**config.mk**
```make
export PLATFORM = sky130hd
export DESIGN_NAME = xg_axis_downsizer
export DESIGN_NICKNAME = d
export VERILOG_FILES = /design/src/rtl/xg_axis_downsizer.sv
export SDC_FILE = /design/constraint.sdc
export NUM_CORES = 1
export LEC_CHECK = 0
export CORE_AREA = 2 2 254 256
export DETAILED_ROUTE_END_ITERATION = 8
export DIE_AREA = 0 0 256 258
export PLACE_DENSITY = 0.63
export SLEW_MARGIN = 15
export SYNTH_ARGS = -nofsm -noshare
export SYNTH_HDL_FRONTEND = slang
export SYNTH_SLANG_ARGS = --single-unit
```
**constraint.sdc**
```tcl
create_clock -name axi_aclk -period 4.5 [get_ports axi_aclk]
set_input_delay 1.35 -clock axi_aclk [delete_from_list [all_inputs] [get_ports axi_aclk]]
set_output_delay 1.35 -clock axi_aclk [all_outputs]
set_load 0.03 [all_outputs]
```
**src/rtl/xg_axis_downsizer.sv**
```systemverilog
// Wide-to-narrow AXI4-Stream converter (R = S/M slices per beat); 1-cycle latency; trims empty trailing slices of last beat.
// Backpressure: s_axis_tready is combinational, high when the buffer is empty or its final slice is being consumed.
module xg_axis_downsizer #(
  parameter int C_S_AXIS_DATA_WIDTH  = 256,
  parameter int C_M_AXIS_DATA_WIDTH  = 64,
  parameter int C_S_AXIS_TUSER_WIDTH = 128,
  parameter int C_M_AXIS_TUSER_WIDTH = 128,
  parameter int C_TUSER_ALL_BEATS    = 0
) (
  input  logic                              axi_aclk,
  input  logic                              axi_resetn,
  input  logic [C_S_AXIS_DATA_WIDTH-1:0]    s_axis_tdata,
  input  logic [C_S_AXIS_DATA_WIDTH/8-1:0]  s_axis_tkeep,
  input  logic [C_S_AXIS_TUSER_WIDTH-1:0]   s_axis_tuser,
  input  logic                              s_axis_tvalid,
  input  logic                              s_axis_tlast,
  output logic                              s_axis_tready,
  output logic [C_M_AXIS_DATA_WIDTH-1:0]    m_axis_tdata,
  output logic [C_M_AXIS_DATA_WIDTH/8-1:0]  m_axis_tkeep,
  output logic [C_M_AXIS_TUSER_WIDTH-1:0]   m_axis_tuser,
  output logic                              m_axis_tvalid,
  output logic                              m_axis_tlast,
  input  logic                              m_axis_tready,
  output logic [31:0]                       pkt_count,
  output logic                              keep_err
);

  localparam int S  = C_S_AXIS_DATA_WIDTH;
  localparam int M  = C_M_AXIS_DATA_WIDTH;
  localparam int R  = S / M;
  localparam int KS = S / 8;
  localparam int KM = M / 8;
  localparam int IW = (R > 1) ? $clog2(R) : 1;

  logic [S-1:0]                    r_data;
  logic [KS-1:0]                   r_keep;
  logic [C_S_AXIS_TUSER_WIDTH-1:0] r_user;
  logic                            r_last;
  logic                            r_vld;
  logic [IW-1:0]                   r_idx;
  logic                            r_first;
  logic [31:0]                     r_pkt_count;
  logic                            r_keep_err;

  logic [M-1:0]  w_slice_dat;
  logic [KM-1:0] w_slice_keep;
  logic          w_upper_zero;
  logic          w_final;
  logic          w_noncontig;
  logic          w_keep_bad;
  logic          w_out_hs;
  logic          w_in_hs;

  // Slice mux and "nothing left above the current slice" detection
  always_comb begin
    w_slice_dat  = '0;
    w_slice_keep = '0;
    w_upper_zero = 1'b1;
    for (int k = 0; k < R; k++) begin
      if (IW'(k) == r_idx) begin
        w_slice_dat  = r_data[k*M +: M];
        w_slice_keep = r_keep[k*KM +: KM];
      end
      if ((IW'(k) > r_idx) && (|r_keep[k*KM +: KM])) w_upper_zero = 1'b0;
    end
  end

  always_comb begin
    w_noncontig = 1'b0;
    for (int i = 1; i < KS; i++) begin
      if (s_axis_tkeep[i] && !s_axis_tkeep[i-1]) w_noncontig = 1'b1;
    end
  end

  assign w_final    = (r_idx == IW'(R-1)) || (r_last && w_upper_zero);
  assign w_keep_bad = (!s_axis_tlast && !(&s_axis_tkeep)) || w_noncontig;
  assign w_out_hs   = r_vld && m_axis_tready;
  assign w_in_hs    = s_axis_tvalid && s_axis_tready;

  assign s_axis_tready = !r_vld || (m_axis_tready && w_final);
  assign m_axis_tvalid = r_vld;
  assign m_axis_tdata  = w_slice_dat;
  assign m_axis_tkeep  = w_slice_keep;
  assign m_axis_tlast  = r_last && w_final;
  assign m_axis_tuser  = (C_TUSER_ALL_BEATS != 0 || r_first) ? r_user : '0;
  assign pkt_count     = r_pkt_count;
  assign keep_err      = r_keep_err;

  always_ff @(posedge axi_aclk or negedge axi_resetn) begin
    if (!axi_resetn) begin
      r_data      <= '0;
      r_keep      <= '0;
      r_user      <= '0;
      r_last      <= 1'b0;
      r_vld       <= 1'b0;
      r_idx       <= '0;
      r_first     <= 1'b1;
      r_pkt_count <= '0;
      r_keep_err  <= 1'b0;
    end else begin
      // An input load always coincides with (or replaces) the final-slice consume
      if (w_in_hs) begin
        r_data <= s_axis_tdata;
        r_keep <= s_axis_tkeep;
        r_user <= s_axis_tuser;
        r_last <= s_axis_tlast;
        r_vld  <= 1'b1;
        r_idx  <= '0;
      end else if (w_out_hs && w_final) begin
        r_vld <= 1'b0;
        r_idx <= '0;
      end else if (w_out_hs) begin
        r_idx <= r_idx + IW'(1);
      end
      if (w_out_hs) begin
        r_first <= m_axis_tlast;
        if (m_axis_tlast) r_pkt_count <= r_pkt_count + 32'd1;
      end
      if (w_in_hs && w_keep_bad) r_keep_err <= 1'b1;
    end
  end

endmodule

```
# After elaboration in Yosys (flattened, before gate mapping)
# Cells that the tools add are included.
word_totals:
  ff_bits: 454
  in_bits: 421
classes:
  order_cmp: 4
  n_reduce_logical: 89
  mux: 49
  n_eq_ne: 4
  addsub: 2
ops:
  columns: ["operator", "count"]
  rows:
  - ["64-bit two-way mux", 4]
  - ["128-bit two-way mux", 1]
  - ["1-bit logical AND", 43]
  - ["1-bit two-way mux", 37]
  - ["1-bit zero test", 34]
  - ["32-bit by 1-bit adder with 32-bit output (second input constant)", 1]
  - ["8-bit two-way mux", 4]
  - ["32-bit AND reduction", 1]
  - ["8-bit OR reduction", 4]
  - ["2-bit two-way mux", 3]
  - ["2-bit equality test (first input constant)", 2]
  - ["1-bit by 2-bit > comparator with 1-bit output (first input constant)", 2]
  - ["2-bit > comparator (first input constant)", 2]
  - ["1-bit logical OR", 3]
  - ["3-bit nonzero test", 1]
  - ["2-bit by 1-bit adder with 2-bit output (second input constant)", 1]
  - ["1-bit by 2-bit equality test with 1-bit output (first input constant)", 1]
  - ["2-bit equality test (second input constant)", 1]
  - ["2-bit zero test", 1]
  - ["2-bit AND reduction", 1]
  - ["2-bit nonzero test", 1]

# Depth between registers and ports, before layout
depth:
  depth_word: 35
  ltp_mapped: 10

# Least setup slack after synthesis
# OpenSTA, ideal clock, no wires.
synth_timing:
  path_kind: "register -> output"
  start: "register r_idx[0]"
  end: "output m_axis_tdata[10]"
  arrival_ns: 2.265
  required_time_ns: 3.150
  setup_slack_ns: 0.885
  stages_incl_launch_ff: 8
  cell_sequence: "dfrtp_1 inv_1 ha_1 clkbuf_1 clkbuf_1 buf_1 a21oi_1 o21ai_0"
synth_between:
  elab_chain_cells: 5
  elab_cells_between_ends: 8
  cone_classes: "eq/ne (3); mux (4); reduce/logical (1)"
synth_rtl:
  columns: ["item", "line_no", "text"]
  rows:
  - ["start, declared", "40", "logic [IW-1:0] r_idx;"]
  - ["start signal, assigned", "113", "r_idx <= r_idx + IW'(1);"]
  - ["2-bit zero test", "60", "if (IW'(k) == r_idx) begin"]
  - ["64-bit two-way mux (3 in series)", "60", null]
  - ["64-bit two-way mux (*)", "60", null]
  - ["end, declared", "18", "output logic [C_M_AXIS_DATA_WIDTH-1:0] m_axis_tdata,"]
# Every way passes the cells marked *; elsewhere a longest branch is shown, timed or not.

# Worst setup path in the final report
layout_timing:
  start: "register r_idx[0]"
  end: "output m_axis_tlast"
layout_between:
  elab_chain_cells: 9
  elab_cells_between_ends: 16
  cone_classes: "order compare (4); eq/ne (1); mux (4); reduce/logical (7)"
layout_rtl:
  columns: ["item", "line_no", "text"]
  rows:
  - ["1-bit by 2-bit > comparator with 1-bit output", "64", "if ((IW'(k) > r_idx) && (|r_keep[k*KM +: KM])) w_upper_zero = 1'b0;"]
  - ["1-bit logical AND", "64", null]
  - ["1-bit two-way mux (4 in series)", "64", null]
  - ["1-bit logical AND", "75", "assign w_final = (r_idx == IW'(R-1)) || (r_last && w_upper_zero);"]
  - ["1-bit logical OR (*)", "75", null]
  - ["1-bit logical AND (*)", "84", "assign m_axis_tlast = r_last && w_final;"]
  - ["end, declared", "22", "output logic m_axis_tlast,"]
# Marks and branches as above.

==> impl_results.md <==
- PwrDens: 653 mW/mm^2
- CP required: 3.15 ns
- H-tree depth: 2
- Antenna Violating Nets Remaining: 0
- Num CTS Buffers: 51
- Drt drc: 0
- # port buffers: 656
- Endpoints failing setup: 0
- CTS Hold Bufs: 0
- First-pass GRT wire length: 99800 um
- Initial antenna violation count: 24
- Post-layout nets: 2722
- Worst-path fanout max: 26
- Die width: 256 um
- Total grt overflow: 0
- Initial DRT Pass Iterations: 5
- Fmax: 229 MHz
- Syn_area_per_cell: 12.6 um^2
- Post-Syn Nets: 2070
- RSZ-0062 raised after global routing: no
- Tightest Pin Transition: 0.694 ns
- GPL Wtd Cong: 0.914
- Post-synth cell types: 42
- Setup Skew: 0.0162 ns
- Share of layout cells above drive strength 1: 25.6%
- Hpwl dp: 48200 um
- DRT iter0 DRCs: 900
- Synth-to-layout area growth: 46.6%
- Async SR Flop Fraction: 100%
- Period utilization: 97.0%
- Cell row count: 93
- I/O pins: 657
- Number of vias per cell: 4.84
- Non-Filler Instances: 3200
- Post-synthesis cell count: 1643
- CTS root buf: clkbuf_16
- Worst Path Buf+Inv: 2
- Setup TNS: 0 ns
- Worst-Skew Late Latency: 0.59 ns
- Largest net degree at the start of global routing: 103
- Placed Instances: 3095
- Slew margin rel.: 53.7%
- Top FF cell, synth: dfrtp_1
- CP max stage delay: 0.60 ns
- Initial Utilization: 32.6%
- LEAKAGE: 0.0132 uW
- Hold Violations, Final: 0
- WS Path Type: reg -> out
- Status: finished clean
- Final min period: 4.36 ns
- Crit-path leading delay family: buffers and inverters
- Post-Syn Area: 0.0208 mm^2
- Sequential area share after synthesis: 54.7%
- Final Slew Violations: 0
- Hold crit path type: reg -> reg
- Critical path, cell by cell: inv_1 > ha_4 > a2111oi_4 > nor3_2 > and2_1 > clkdlybuf4s50_1
- Post-layout utilization of the core: 47.8%
- Worst VDD drop: 0.527 mV
- Critical Path Slowest Stage Cell: clkdlybuf4s50_1
- Wire per inst: 20.4 um
- Number of enable flip-flop cells after synthesis: 0
- Max Cap Viol: 0
- Crit start category: flip-flop
- CTS tree: done
- CP arrival: 3.01 ns
- Core area: 0.0636 mm^2
- Detailed-route via count: 15500
- Final WL: 65200 um
- Crit path capture type: primary output
- Synth Register Bits: 454
- Die Y: 258 um
- Reg clk slew, reported paths: 0.06 ns
- Yosys warns: 0
- GRT Total Usage: 19.3%
- Worst-case clock buffer depth: 3
- Die Area: 0.0660 mm^2
- Number of global-route vias before repair: 16500
- Clock sinks: 454
[flip-flops by register name (all words and copies together), names as in the netlist]
register / count
r_data: 256
r_user: 128
pkt_count: 32
r_keep: 32
r_idx: 2
keep_err: 1
m_axis_tvalid: 1
r_first: 1
r_last: 1
[where the power goes]
part | internal [uW] | switching [uW] | total, uW
sequential | 5960 | 1110 | 7080
clock | 2730 | 1700 | 4430
combinational | 4250 | 4130 | 8380
total | 12900 | 6950 | 19900
[layout make-up]
type | count | area, um^2
inverters | 4 | 15.0
repair buffers | 710 | 7320
clock inverters | 10 | 181
fillers | 5750 | 33200
diodes | 11 | 27.5
clock buffers | 82 | 1620
well taps | 855 | 1070
flip-flops and latches | 454 | 11400
multi-input cells | 1074 | 8860
[per-layer routing]
| metal | vias up | global-route usage, % | routed length (um) |
|---|---|---|---|
| li1 | 7069 | - | - |
| met2 | 577 | 31.7 | 31100 |
| met1 | 7666 | 23.5 | 26300 |
| met5 | - | 0 | 156 |
| met3 | 141 | 6.84 | 5540 |
| met4 | 24 | 7.23 | 2140 |
[per-stage QoR]
| step | total power [uW] | hold WS [ns] | instance area, um^2 | setup slack (ns) |
|---|---|---|---|---|
| floorplan | 12100 | 0.473 | 20800 | 0.885 |
| global placement | 15400 | 0.445 | 28500 | 0.390 |
| detailed placement | 15600 | 0.448 | 28500 | 0.349 |
| CTS | 20100 | 0.460 | 30300 | 0.00321 |
| global route | 21000 | 0.486 | 30400 | 0.0148 |
| finish | 19900 | 0.460 | 30500 | 0.137 |
[path summary, 6_finish.rpt]
path | start | cells past startpoint | to | slack (ns)
max reg2reg | r_idx[0] | 8 | r_data[254] | 1.24
min in group asynchronous | axi_resetn | 1 | r_user[0] | 0.77
min reg2reg | keep_err | 1 | keep_err | 0.46
max in group asynchronous | axi_resetn | 2 | r_data[152] | 2.76
max | r_idx[0] | 6 | m_axis_tlast | 0.14
min | keep_err | 1 | keep_err | 0.46
[cells in the mapped netlist (2+ instances only)]
cell | count | share of area [%]
ha_1 | 6 | 0.36
a21oi_1 | 76 | 1.8
buf_6 | 12 | 0.65
o22ai_1 | 3 | 0.090
nor2_1 | 80 | 1.4
buf_1 | 13 | 0.24
mux2_4 | 100 | 7.2
mux2_2 | 318 | 17
clkbuf_1 | 50 | 0.90
nand2_1 | 95 | 1.7
and4_1 | 3 | 0.13
nand4_1 | 14 | 0.42
buf_2 | 14 | 0.34
a22oi_1 | 72 | 2.6
xnor2_1 | 30 | 1.3
and3_1 | 9 | 0.27
a31oi_1 | 3 | 0.090
nand2b_1 | 3 | 0.090
o21ai_0 | 75 | 1.8
dfrtp_1 | 453 | 55
and2_1 | 138 | 4.2
nor3_1 | 4 | 0.096
or2_2 | 3 | 0.090
nand3_1 | 17 | 0.41
buf_4 | 22 | 0.80
inv_1 | 4 | 0.072
or4_1 | 2 | 0.072
nor2b_1 | 2 | 0.060
nor4_1 | 9 | 0.27
[cell usage in the layout, fill, tap and decap left out, types with 3 or more instances in the layout]
master           netlist  routed
a21oi_1               76      76
o21ai_0               75      75
ha_1                   6       3
clkinv_2               0       3
and4_1                 3       3
nor4_1                 9       6
nor4_2                 0       3
dlygate4sd2_1          0       4
mux2_4               100     100
o22ai_1                3       3
clkbuf_1              50      11
a22oi_1               72      72
clkdlybuf4s50_1        0     582
inv_1                  4       4
nand2b_1               3       3
diode_2                0      11
nor2_1                80      80
nand2_1               95      95
a31oi_1                3       3
bufinv_16              0       5
or2_2                  3       3
mux2_2               318     318
nor3_1                 4       4
buf_4                 22      57
dfrtp_1              453     453
clkbuf_16              0      53
buf_12                 0      24
nand4_1               14      14
and2_1               138     138
nand3_1               17      17
xnor2_1               30      30
dlymetal6s2s_1         0      41
and3_1                 9       9
clkbuf_8               0      18
[timing repair]
| item | 4_1_cts | 5_1_grt |
|---|---|---|
| setup endpoints to repair | 48 | 42 |
| setup buffers | 2 | 0 |
| resized for setup | 5 | 43 |
[cell families after synthesis]
logic type / synth area share (%)
AO/OA/AOI/OAI: 6.78
XOR/XNOR: 1.31
adder cells (fa/ha/maj): 0.362
buffers and inverters: 2.99
flip-flops: 54.7
multiplexers: 24.5
AND/OR/NAND/NOR: 9.36
Power figures use the tool's default switching activity.
